$ cat src/rtl/io_uart_rx_mon.sv
// Multi-channel 8N1 UART receive monitor: decodes each input pin, flags bad stop
// bits and checks every stream against an incrementing byte sequence from 0x00.
module io_uart_rx_mon #(
    parameter int unsigned IO_WIDTH = 2
) (
    input  logic                  clk,
    input  logic                  rstn,
    input  logic                  en,
    input  logic                  baud_load,
    input  logic [31:0]           baud_div,
    input  logic [IO_WIDTH-1:0]   io_i,
    output logic [8*IO_WIDTH-1:0] rx_data,
    output logic [IO_WIDTH-1:0]   rx_valid,
    output logic [IO_WIDTH-1:0]   frame_err,
    output logic [IO_WIDTH-1:0]   seq_err,
    output logic [IO_WIDTH-1:0]   busy
);
    typedef enum logic [2:0] {IDLE, START, DATA, STOP, WAIT_HIGH} state_t;

    logic [31:0]         div_r;
    logic [IO_WIDTH-1:0] sync_q;
    logic [IO_WIDTH-1:0] s;
    logic [IO_WIDTH-1:0] s_d;
    logic                en_d;
    logic                en_rise;

    always_ff @(posedge clk or negedge rstn) begin
        if (!rstn) begin
            sync_q <= '1;
            s      <= '1;
            s_d    <= '1;
        end else begin
            sync_q <= io_i;
            s      <= sync_q;
            s_d    <= s;
        end
    end

    always_ff @(posedge clk or negedge rstn) begin
        if (!rstn) begin
            div_r <= 32'd868;
            en_d  <= 1'b0;
        end else begin
            en_d <= en;
            if (baud_load) begin
                div_r <= (baud_div < 32'd4) ? 32'd4 : baud_div;
            end
        end
    end

    assign en_rise = en & ~en_d;

    for (genvar g = 0; g < IO_WIDTH; g++) begin : g_ch
        state_t      state;
        state_t      state_nx;
        logic [31:0] div_c;
        logic [31:0] timer;
        logic [2:0]  idx;
        logic [7:0]  shreg;
        logic [7:0]  exp_b;
        logic [7:0]  data_q;
        logic        valid_q;
        logic        ferr_q;
        logic        serr_q;
        logic        expired;
        logic        load_start;
        logic        load_bit;
        logic        do_shift;
        logic        done_ok;
        logic        done_bad;
        logic        busy_c;

        assign expired = (timer == 32'd1);

        always_ff @(posedge clk or negedge rstn) begin
            if (!rstn) begin
                state <= IDLE;
            end else begin
                state <= state_nx;
            end
        end

        always_comb begin
            state_nx = state;
            if (!en) begin
                state_nx = IDLE;
            end else begin
                unique case (state)
                    IDLE:      if (s_d[g] && !s[g]) state_nx = START;
                    START:     if (expired) state_nx = s[g] ? IDLE : DATA;
                    DATA:      if (expired && idx == 3'd7) state_nx = STOP;
                    STOP:      if (expired) state_nx = s[g] ? IDLE : WAIT_HIGH;
                    WAIT_HIGH: if (s[g]) state_nx = IDLE;
                    default:   state_nx = IDLE;
                endcase
            end
        end

        always_comb begin
            load_start = en && state == IDLE && s_d[g] && !s[g];
            load_bit   = en && expired && ((state == START && !s[g]) || state == DATA);
            do_shift   = en && expired && state == DATA;
            done_ok    = en && expired && state == STOP && s[g];
            done_bad   = en && expired && state == STOP && !s[g];
            busy_c     = state != IDLE;
        end

        // div_c is captured on the same edge, so the half-bit wait is taken from div_r
        always_ff @(posedge clk or negedge rstn) begin
            if (!rstn) begin
                div_c   <= 32'd868;
                timer   <= '0;
                idx     <= '0;
                shreg   <= '0;
                exp_b   <= '0;
                data_q  <= '0;
                valid_q <= 1'b0;
                ferr_q  <= 1'b0;
                serr_q  <= 1'b0;
            end else begin
                valid_q <= done_ok;
                if (load_start) begin
                    div_c <= div_r;
                    timer <= div_r >> 1;
                    idx   <= '0;
                end else if (load_bit) begin
                    timer <= div_c;
                end else if (timer != 32'd0) begin
                    timer <= timer - 32'd1;
                end
                if (do_shift) begin
                    shreg <= {s[g], shreg[7:1]};
                    idx   <= idx + 3'd1;
                end
                if (en_rise) begin
                    exp_b  <= '0;
                    ferr_q <= 1'b0;
                    serr_q <= 1'b0;
                end else begin
                    if (done_ok) begin
                        data_q <= shreg;
                        exp_b  <= shreg + 8'd1;
                        if (shreg != exp_b) serr_q <= 1'b1;
                    end
                    if (done_bad) ferr_q <= 1'b1;
                end
            end
        end

        assign rx_data[8*g +: 8] = data_q;
        assign rx_valid[g]       = valid_q;
        assign frame_err[g]      = ferr_q;
        assign seq_err[g]        = serr_q;
        assign busy[g]           = busy_c;
    end
endmodule

$ cat config.mk
export PLATFORM = sky130hd
export DESIGN_NAME = io_uart_rx_mon
export DESIGN_NICKNAME = d
export VERILOG_FILES = /design/src/rtl/io_uart_rx_mon.sv
export SDC_FILE = /design/constraint.sdc
export NUM_CORES = 1
export LEC_CHECK = 0
export ABC_AREA = 0
export BUFFER_PORTS_ARGS = -buffer_cell sky130_fd_sc_hd__buf_2
export CELL_PAD_IN_SITES_DETAIL_PLACEMENT = 0
export CELL_PAD_IN_SITES_GLOBAL_PLACEMENT = 2
export CORE_ASPECT_RATIO = 1.25
export CORE_UTILIZATION = 43
export DETAILED_ROUTE_END_ITERATION = 12
export GPL_TIMING_DRIVEN = 1
export HOLD_SLACK_MARGIN = 0.12
export PLACE_DENSITY = 0.95
export SLEW_MARGIN = 10
export SYNTH_ARGS = -nofsm -noshare
export SYNTH_HDL_FRONTEND = slang
export SYNTH_SLANG_ARGS = --single-unit
$ cat constraint.sdc
create_clock -name clk -period 4.3 [get_ports clk]
set_input_delay 0.86 -clock clk [delete_from_list [all_inputs] [get_ports clk]]
set_output_delay 0.86 -clock clk [all_outputs]
set_load 0.02 [all_outputs]
---- Word level (Yosys, flattened, before mapping) ----
Index checks and enable logic that the tools add are counted.
word-level totals
  flip-flop bits (word level) ............. 233
  input bits .............................. 38
  output and inout bits ................... 24
  logic and storage cells ................. 152
operators by class
  add/sub/neg operators ................... 6
  magnitude comparators ................... 1
  equal/unequal tests ..................... 24
  multiplexer cells ....................... 43
  bitwise operators ....................... 3
  reduce and logical (&&, ||, !) cells .... 50
operator list
  kind                                                   count
  2-to-1 mux 32 bit                                      7
  equality test 32 x 1 -> 1 bit (second input constant)  2
  nonzero test 32 bit                                    2
  subtractor 32 x 1 -> 32 bit (second input constant)    2
  2-to-1 mux 3 bit                                       18
  < comparator 32 x 3 -> 1 bit (second input constant)   1
  2-to-1 mux 8 bit                                       4
  != test 3 bit (second input constant)                  10
  one-hot mux 3 bit (5 select lines)                     2
  logical AND 1 bit                                      24
  adder 8 x 1 -> 8 bit (second input constant)           2
  != test 8 bit                                          2
  nonzero test 2 bit                                     8
  equality test 3 x 2 -> 1 bit (second input constant)   4
  equality test 3 bit (second input constant)            4
  nonzero test 3 bit                                     4
  2-to-1 mux 1 bit                                       10
  AND reduction 5 bit                                    2
  AND reduction 2 bit                                    4
  adder 3 x 1 -> 3 bit (second input constant)           2
  equality test 3 x 1 -> 1 bit (second input constant)   2
  zero test 3 bit                                        2
  2-to-1 mux 2 bit                                       2
  zero test 1 bit                                        2
  other kinds (3)                                        5

---- Depth between registers and ports, before layout ----
Gate-level depths: netlist of run 1.
  depth in word-level cells ............... 6
  mapped depth ............................ 9
  depth with buffers taken out ............ 8

---- Least setup slack after synthesis of run 1 ----
OpenSTA, ideal clock, no wires.
  path type ............................... reg2reg
  from .................................... register g_ch[0].timer[20]
  to ...................................... register g_ch[0].exp_b[2]
  setup time .............................. 0.123 ns
  data arrival time ....................... 2.621 ns
  data required time ...................... 4.177 ns
  path slack .............................. 1.556 ns
  stages on the path, launching flop included .. 9
  path buffers ............................ 2
  period minus slack after synthesis ...... 2.744 ns
  cells stage by stage .................... dfrtp_1 -> or4_1 -> or4b_4 -> buf_6 -> nor4_4 -> and3_4 -> buf_8 -> mux2i_1 -> o2bb2ai_1
on the way
  cells in the longest elaborated chain, start to end .. 5
RTL lines
  what                                 line  text
  from (decl)                          57    logic [31:0] timer;
  from (signal assigned)               124   timer <= div_r >> 1;
  from (signal assigned)               127   timer <= div_c;
  from (signal assigned)               129   timer <= timer - 32'd1;
  equality test 32 x 1 -> 1 bit        73    assign expired = (timer == 32'd1);
  logical AND 1 bit (3 in series)      103   done_ok = en && expired && state == STOP && s[g];
  net g_ch[0].done_ok                  69    logic done_ok;
  nonzero test 2 bit (no source line)  n/a
  to (signal assigned)                 142   exp_b <= shreg + 8'd1;
  to (decl)                            60    logic [7:0] exp_b;
The timed path passes the listed nets, and every way through them passes these cells.
A chain may end at the register's enable or synchronous reset.

---- Worst setup path in the final report of run 1 ----
  from .................................... register g_ch[0].timer[20]
  to ...................................... register g_ch[0].timer[16]
on the way
  cells in the longest elaborated chain, start to end .. 5
  elaborated cells between the ends (all ways) .. 7
  classes of those cells .................. eq/ne: 1; mux: 2; reduce/logical: 4
RTL lines
  what                             line  text
  equality test 32 x 1 -> 1 bit    73
  logical AND 1 bit (2 in series)  101   load_bit = en && expired && ((state == START && !s[g]) || state == DATA);
  2-to-1 mux 32 bit                126   end else if (load_bit) begin
  2-to-1 mux 32 bit                122   if (load_start) begin
Parallel ways exist; a longest one is shown, timed or not.

==> summary.md, run 1 <==
| Metric | Value |
|---|---|
| Clock Sinks | `~230` |
| P_int | `about 0.0044 W` |
| Core ar. | `between 0.02 and 0.03 sq mm` |
| Status | `completed` |
| Worst clock skew | `about 0.011 ns` |
| Max VDD drop | `around 0.00029 V` |
| Std cell rows | `65` |
| Slew Limit Fails | `0` |
| H-tree depth | `1` |
| Slew margin rel. | `a little over a third` |
| Vias | `8138` |
| Seq/Total Area, Yosys | `52.7%` |
| Full die area | `approximately 0.026 sq mm` |
| Routed Antenna Nets | `0` |
| 1st-pass router iterations | `4` |
| Total power per unit cell area | `498 mW/mm^2` |
| Critical R2R Launch | `g_ch[0].timer[20]` |
| Final WL | `between 20000 and 30000 um` |
| GRT Overall Usage | `20.4%` |
| Grt ovf | `0` |
| Hold Path Sink | `s[1]` |
| Residual DRC | `0` |
| Antenna violations before repair | `0` |
| Post-synth top area share | `a little under half` |
| Number of CTS-inserted buffers | `26` |
| Unrepaired setup endpoints after global routing | `false` |
| R2R Path End | `g_ch[0].timer[16]` |
| Number of synthesized register bits | `approximately 230` |
| Clock transition at path regs | `0.06 ns` |
| Half-perimeter wire length after placement | `around 18000 um` |
| CP Capture Type | `flip-flop` |
| Worst Hold Class | `reg2reg` |
| Final hold vios | `0` |
| Leak pwr | `about 5.8 nW` |
| Die width | `between 100 and 150 um` |
| EDFF count, synth | `0` |
| First-pass GRT wire length | `43900 um` |
| Root Buffer | `clkbuf_16` |
| Critical path class | `reg2reg` |
| Synth top cells by count | `nand2_1 (225), dfrtp_1 (212), nor2_1 (78)` |
| Worst-Margin Slew | `just under 1 ns` |
| Hold buffers post-CTS | `0` |
| Top Usage Layer GRT | `met2` |
| Reg2reg setup slack | `1.24 ns` |
| Vias in the first global route | `slightly above 8000` |
| R2R depth | `6` |
| I/O pin cnt | `62` |
| Top_reg_cell synth | `dfrtp_1` |
| RD Place Congestion | `~0.80` |
| Syn_nets | `approximately 1200` |
| GR Util met1 | `between 20% and 30%` |
| NumNets Final | `~1200` |
| Max Root-Sink Buffers | `3` |
| Die H | `182 um` |
| Ant. Diodes | `0` |
| Clock Latency Late Sink | `0.53 ns` |
| CTS tree | `built` |
| Part of the power in registers | `around 48%` |
| Cell accounting for the most synthesized area | `dfrtp_1` |
| Gates resized, CTS repair | `0` |
| Clock Power Share | `35.9%` |
| Post-layout minimum cycle time | `a little over 3 ns` |
| Final Util | `between 40% and 50%` |
| Async set-reset flop share out of synthesis | `between 90% and 100%` |
| Setup TNS Final | `0 ns` |
| GRT met3 Usage | `under 10%` |
| Initial Utilization | `~44%` |
| MaxCap Viol Count | `0` |
| Sw Share | `roughly 30%` |
| Top-count cell post-synth | `nand2_1` |
| PortBufs | `61` |
| Startpoint types | `flip-flop` |
| Fill cells | `~2400` |
| CP Data Required Time | `around 4.7 ns` |
| Top cells by area, synth | `dfrtp_1 (48%), nand2_1 (7.6%), mux2_2 (6.1%), dfstp_2 (5.0%), xnor2_1 (3.3%)` |
| Setup repair bufs after CTS | `0` |
| Post-DR wirelength/cell | `about 17 um` |
| Largest net degree at the start of global routing | `roughly 120` |
| Vias per cell | `5.40` |
| Critical Path AT | `approximately 3.4 ns` |
| Met2 GRT Util | `a little over a third` |
| Synth cell types | `61` |
| Switching power | `between 0.0015 and 0.002 W` |
| Max FO, Critical Path | `20` |
| Syn avg cell area | `~10 sq um` |
| Comb power frac | `between 15 and 20%` |
| Iteration-0 DRC Markers | `about 430` |
| Fmax achieved | `between 300 and 400 MHz` |
| Share of cells above drive strength 1 | `between 10% and 20%` |
| Setup violators final | `0` |
| Hold_sp | `sync_q[1]` |
| Synthesized area | `approximately 0.011 sq mm` |
| P&R area growth vs syn | `13.3%` |
| Synth Warn # | `0` |
| Hold Path Depth | `0` |
| Cells after synthesis | `1109` |
| Final Cycle Share | `71.1%` |
==> cells by family (layout without fill, tap and decap cells) <==
family,after synthesis,after routing,synth area share (%)
flip-flops,233,233,52.7
buffers and inverters,81,143,3.25
multiplexers,76,76,7.52
adder cells (fa/ha/maj),12,12,1.35
AO/OA/AOI/OAI,167,167,9.58
XOR/XNOR,81,81,6.39
AND/OR/NAND/NOR,459,459,19.2
==> how the worst max path moves through the flow <==
stage / from / end / slack (ns) / cells past startpoint
2_1_floorplan: g_ch[0].timer[20] / g_ch[0].exp_b[2] / 1.56 / 8
3_3_place_gp: en / g_ch[0].timer[31] / 1.25 / 7
3_5_place_dp: en / g_ch[0].timer[31] / 1.19 / 7
4_1_cts: g_ch[0].timer[20] / g_ch[0].timer[16] / 1.22 / 6
5_1_grt: g_ch[0].timer[20] / g_ch[0].timer[14] / 0.93 / 6
6_report: g_ch[0].timer[20] / g_ch[0].timer[16] / 1.24 / 6
==> registers in the layout (all words and copies together), names as in the netlist <==
signal        count
en_d              1
s_d               2
g_ch.serr_q       2
g_ch.shreg       16
g_ch.state        6
g_ch.div_c       64
g_ch.data_q      16
s                 2
sync_q            2
g_ch.idx          6
g_ch.ferr_q       2
g_ch.valid_q      2
div_r            32
g_ch.timer       64
g_ch.exp_b       16
==> power by group through the flow <==
stage | logic (W) | registers (W) | clock network [W]
2_1_floorplan | 0.000775 | 0.00292 | 0
3_3_place_gp | 0.00100 | 0.00302 | 0
3_5_place_dp | 0.00103 | 0.00303 | 0
4_1_cts | 0.00103 | 0.00299 | 0.00231
5_1_grt | 0.00118 | 0.00305 | 0.00241
6_report | 0.00103 | 0.00299 | 0.00225
==> stage by stage <==
| stage | instance area [sq um] | setup WS, ns | hold WS [ns] | total power (W) | std cells |
|---|---|---|---|---|---|
| after global placement | 11700 | 1.25 | 0.347 | 0.00402 | 1458 |
| after CTS | 12600 | 1.22 | 0.356 | 0.00633 | 1506 |
| final | 12600 | 1.24 | 0.355 | 0.00627 | 1506 |
| after global routing | 12600 | 0.931 | 0.364 | 0.00663 | 1506 |
| after floorplan | 11100 | 1.56 | 0.345 | 0.00369 | 1109 |
| after detailed placement | 11700 | 1.19 | 0.347 | 0.00405 | 1458 |
==> critical path, stage by stage (launching register included) <==
cell     delay [ns]
dfrtp_1        0.41
or4_1          0.55
or4b_4         0.63
nor3_1         0.38
o21ai_0        0.25
nand2_1        0.49
o21ai_0        0.19
==> routing by layer <==
metal | vias up | wire [um] | part of all wire [%]
li1 | 3952 | - | -
met1 | 4019 | 11900 | 45
met2 | 139 | 13100 | 50
met3 | 28 | 888 | 3.4
met4 | 0 | 322 | 1.2
met5 | - | 0 | 0
==> layout make-up <==
class	count	area [sq um]	area share (%)
clock inverter	9	104	0.825
tap	335	419	3.33
multi-input combinational	795	4920	39.1
sequential	233	5860	46.5
timing repair buffer	80	458	3.64
inverter	15	56.3	0.447
clock buffer	39	771	6.13
==> cell usage in the layout, fill, tap and decap left out, drive strengths merged, types with 8 or more instances in the layout <==
cell	instances
buf	80
nand4	11
xnor2	42
ha	12
inv	16
nand2	226
nand3	24
clkbuf	39
nor4	32
mux2	60
a211oi	12
dfrtp	212
o21ai	58
o31ai	12
nor2	78
or3	8
or4	8
xor2	39
nor3	39
a21oi	29
dfstp	21
mux2i	16
a22oi	22
No activity file was read; power rests on OpenSTA's default activity.
==> run 2, diff against run 1 <==
--- a/config.mk
+++ b/config.mk
@@ -10,11 +10,11 @@
 export CELL_PAD_IN_SITES_DETAIL_PLACEMENT = 0
 export CELL_PAD_IN_SITES_GLOBAL_PLACEMENT = 2
 export CORE_ASPECT_RATIO = 1.25
-export CORE_UTILIZATION = 43
+export CORE_UTILIZATION = 36
 export DETAILED_ROUTE_END_ITERATION = 12
 export GPL_TIMING_DRIVEN = 1
 export HOLD_SLACK_MARGIN = 0.12
-export PLACE_DENSITY = 0.95
+export PLACE_DENSITY = 0.87
 export SLEW_MARGIN = 10
 export SYNTH_ARGS = -nofsm -noshare
 export SYNTH_HDL_FRONTEND = slang
==> constraint.sdc (replaced) <==
create_clock -name clk -period 2.8 [get_ports clk]
set_input_delay 0.56 -clock clk [delete_from_list [all_inputs] [get_ports clk]]
set_output_delay 0.56 -clock clk [all_outputs]
set_load 0.02 [all_outputs]
==> run 2 against run 1 <==
Sequential cell count is the same. Routed wire length is 5.9% higher. Critical endpoint is now g_ch[0].exp_b[7]. Register-to-register slack got worse by 1.1 ns. Worst hold slack worse by 0.090 ns. Power up 55%. Sequential share of layout area shrank 1.9 points. Critical path depth increased by 1. Via count increased by 3.6%. Clock power is 52% higher. Combinational power increased by 62%.
==> summary.md, run 2 (synthesis gave the netlist of run 1 again) <==
| Metric | Value |
|---|---|
| Stages on the worst setup path | `7` |
| Status | `completed` |
| R2R Path End | `g_ch[0].exp_b[7]` |
| Antenna violations before repair | `0` |
| Ant. Diodes | `0` |
| Worst-Margin Slew | `0.679 ns` |
| Final Util | `around 43%` |
| Top flop regs | `g_ch.div_c: 64 flops, g_ch.timer: 64 flops, div_r: 32 flops` |
| Most common cell after layout, fill and taps aside | `nand2_1` |
| Post-DR wirelength/cell | `about 17 um` |
| Critical path class | `reg2reg` |
| Setup TNS Final | `0 ns` |
| Core ar. | `approximately 0.03 sq mm` |
| Cell family with most CP delay | `simple AND/OR/NAND/NOR gates` |
| Full die area | `around 0.032 sq mm` |
| Reg2reg setup slack | `approximately 0.12 ns` |
| Max stage delay on crit path | `around 0.59 ns` |
| Crit path buf inv count | `1` |
| Startpoint types | `flip-flop` |
| Critical R2R Launch | `g_ch[0].timer[22]` |
| Unrepaired setup endpoints after global routing | `false` |
| Slew margin rel. | `between 50 and 60%` |
| Iteration-0 DRC Markers | `between 400 and 500` |
| Largest net degree at the start of global routing | `75` |
| Clock Sinks | `between 200 and 250` |
| CP Data Required Time | `between 3 and 4 ns` |
| WL met2 | `approximately 14000 um` |
| CP Capture Type | `flip-flop` |
| Final Cycle Share | `between 90% and 100%` |
| Clock Latency Late Sink | `0.53 ns` |
| End point of the critical path | `g_ch[0].exp_b[7]` |
| Fmax achieved | `roughly 370 MHz` |
| Critical Path AT | `3.09 ns` |
| RD Place Congestion | `approximately 0.84` |
| Share of cells above drive strength 1 | `21.6%` |
| Slew Limit Fails | `0` |
| 1st-pass router iterations | `5` |
| Die H | `~200 um` |
| DP Area | `about 0.012 sq mm` |
| NumNets Final | `1246` |
| Clock transition at path regs | `roughly 0.060 ns` |
| Commonest cells after routing, fill and taps aside | `nand2_1 (224), dfrtp_1 (212), nor2_1 (77), mux2_2 (60), buf_2 (60)` |
| Max Used Layer | `met4` |
| Root Buffer | `clkbuf_16` |
| H-tree depth | `1` |
| Max Root-Sink Buffers | `3` |
| CTS tree | `built` |
| PortBufs | `61` |
| Max VDD drop | `0.000403 V` |
| Vias in the first global route | `between 8000 and 9000` |
| Final hold vios | `0` |
| DR WL met3 | `roughly 1100 um` |
| Leak pwr | `6.01 nW` |
| I/O pin cnt | `between 60 and 70` |
| MaxCap Viol Count | `0` |
| Std cell rows | `71` |
| Vias per cell | `~5.2` |
| CP max-delay cell | `or4b_4` |
| Grt ovf | `0` |
| GRT Overall Usage | `18.1%` |
| Residual DRC | `0` |
| Routed Antenna Nets | `0` |
| Worst path cell trace | `or4_4 -> or4b_4 -> nor4_4 -> and3_4 -> buf_12 -> mux2i_2 -> o2bb2ai_1` |
| Fin area | `0.0131 sq mm` |
| Final WL | `27800 um` |
| Power Total | `around 0.01 W` |
| Number of CTS-inserted buffers | `26` |
| Setup slack after layout | `roughly 0.12 ns` |
| Vias | `around 8400` |
| Setup violators final | `0` |
| Half-perimeter wire length after placement | `around 20000 um` |
| First-pass GRT wire length | `between 40000 and 50000 um` |
| P&R area growth vs syn | `18.2%` |
| Total power per unit cell area | `~740 mW/mm^2` |
| Initial Utilization | `between 30 and 40%` |
| Worst Hold Class | `in2reg` |
| Worst clock skew | `0.0117 ns` |
| Dpl ws | `between 0.01 and 0.015 ns` |
| Critical Path Start | `g_ch[0].timer[22]` |
| R2R depth | `7` |
| Die width | `between 150 and 200 um` |
| Post-layout minimum cycle time | `between 2 and 3 ns` |
| Post-route met1 wirelength | `about 13000 um` |
| Max FO, Critical Path | `10` |
| Fill cells | `a little under 3000` |
-- run 2: worst min path at each step --
| stage | from | end | slack [ns] | cells past startpoint |
|---|---|---|---|---|
| final | en | en_d | 0.27 | 1 |
| after global routing | en | en_d | 0.24 | 1 |
| after CTS | en | en_d | 0.24 | 1 |
| after detailed placement | sync_q[1] | s[1] | 0.35 | 0 |
| after global placement | sync_q[1] | s[1] | 0.35 | 0 |
| after floorplan | rstn | div_r[0] | 0.26 | 0 |
-- run 2: layer usage --
metal  up-vias  global-route usage [%]
met5         -                       0
met4         0                    5.09
met3        29                    2.29
met2       183                    31.0
met1      4184                    24.2
li1       4036                       -
-- run 2: layout make-up --
class,instances,area [sq um],share of cell area [%]
Sequential cell,233,5860,44.6
Multi-Input combinational cell,795,4950,37.7
Clock buffer,40,785,5.97
Timing Repair Buffer,125,907,6.91
Inverter,15,56.3,0.429
Clock inverter,8,77.6,0.591
Tap cell,401,502,3.82
-- run 2: repair_timing --
action                                  in CTS  in global routing
hold buffers                                 3                  0
endpoints found under the setup margin       1                 22
resized for setup                            0                  7
buffers inserted                             1                  2
endpoints found under the hold margin       65                  0
pin swaps                                    3                  4
-- run 2: power by group --
part / switching, W / internal [W]
clock: 0.00140 / 0.00202
combinational: 0.000868 / 0.000799
sequential: 0.000610 / 0.00401
total: 0.00287 / 0.00683
-- run 2: per-stage QoR --
stage / hold slack [ns] / std cells
6_report: 0.265 / 1617
5_1_grt: 0.243 / 1617
4_1_cts: 0.245 / 1615
3_5_place_dp: 0.347 / 1563
3_3_place_gp: 0.346 / 1563
2_1_floorplan: 0.264 / 1109
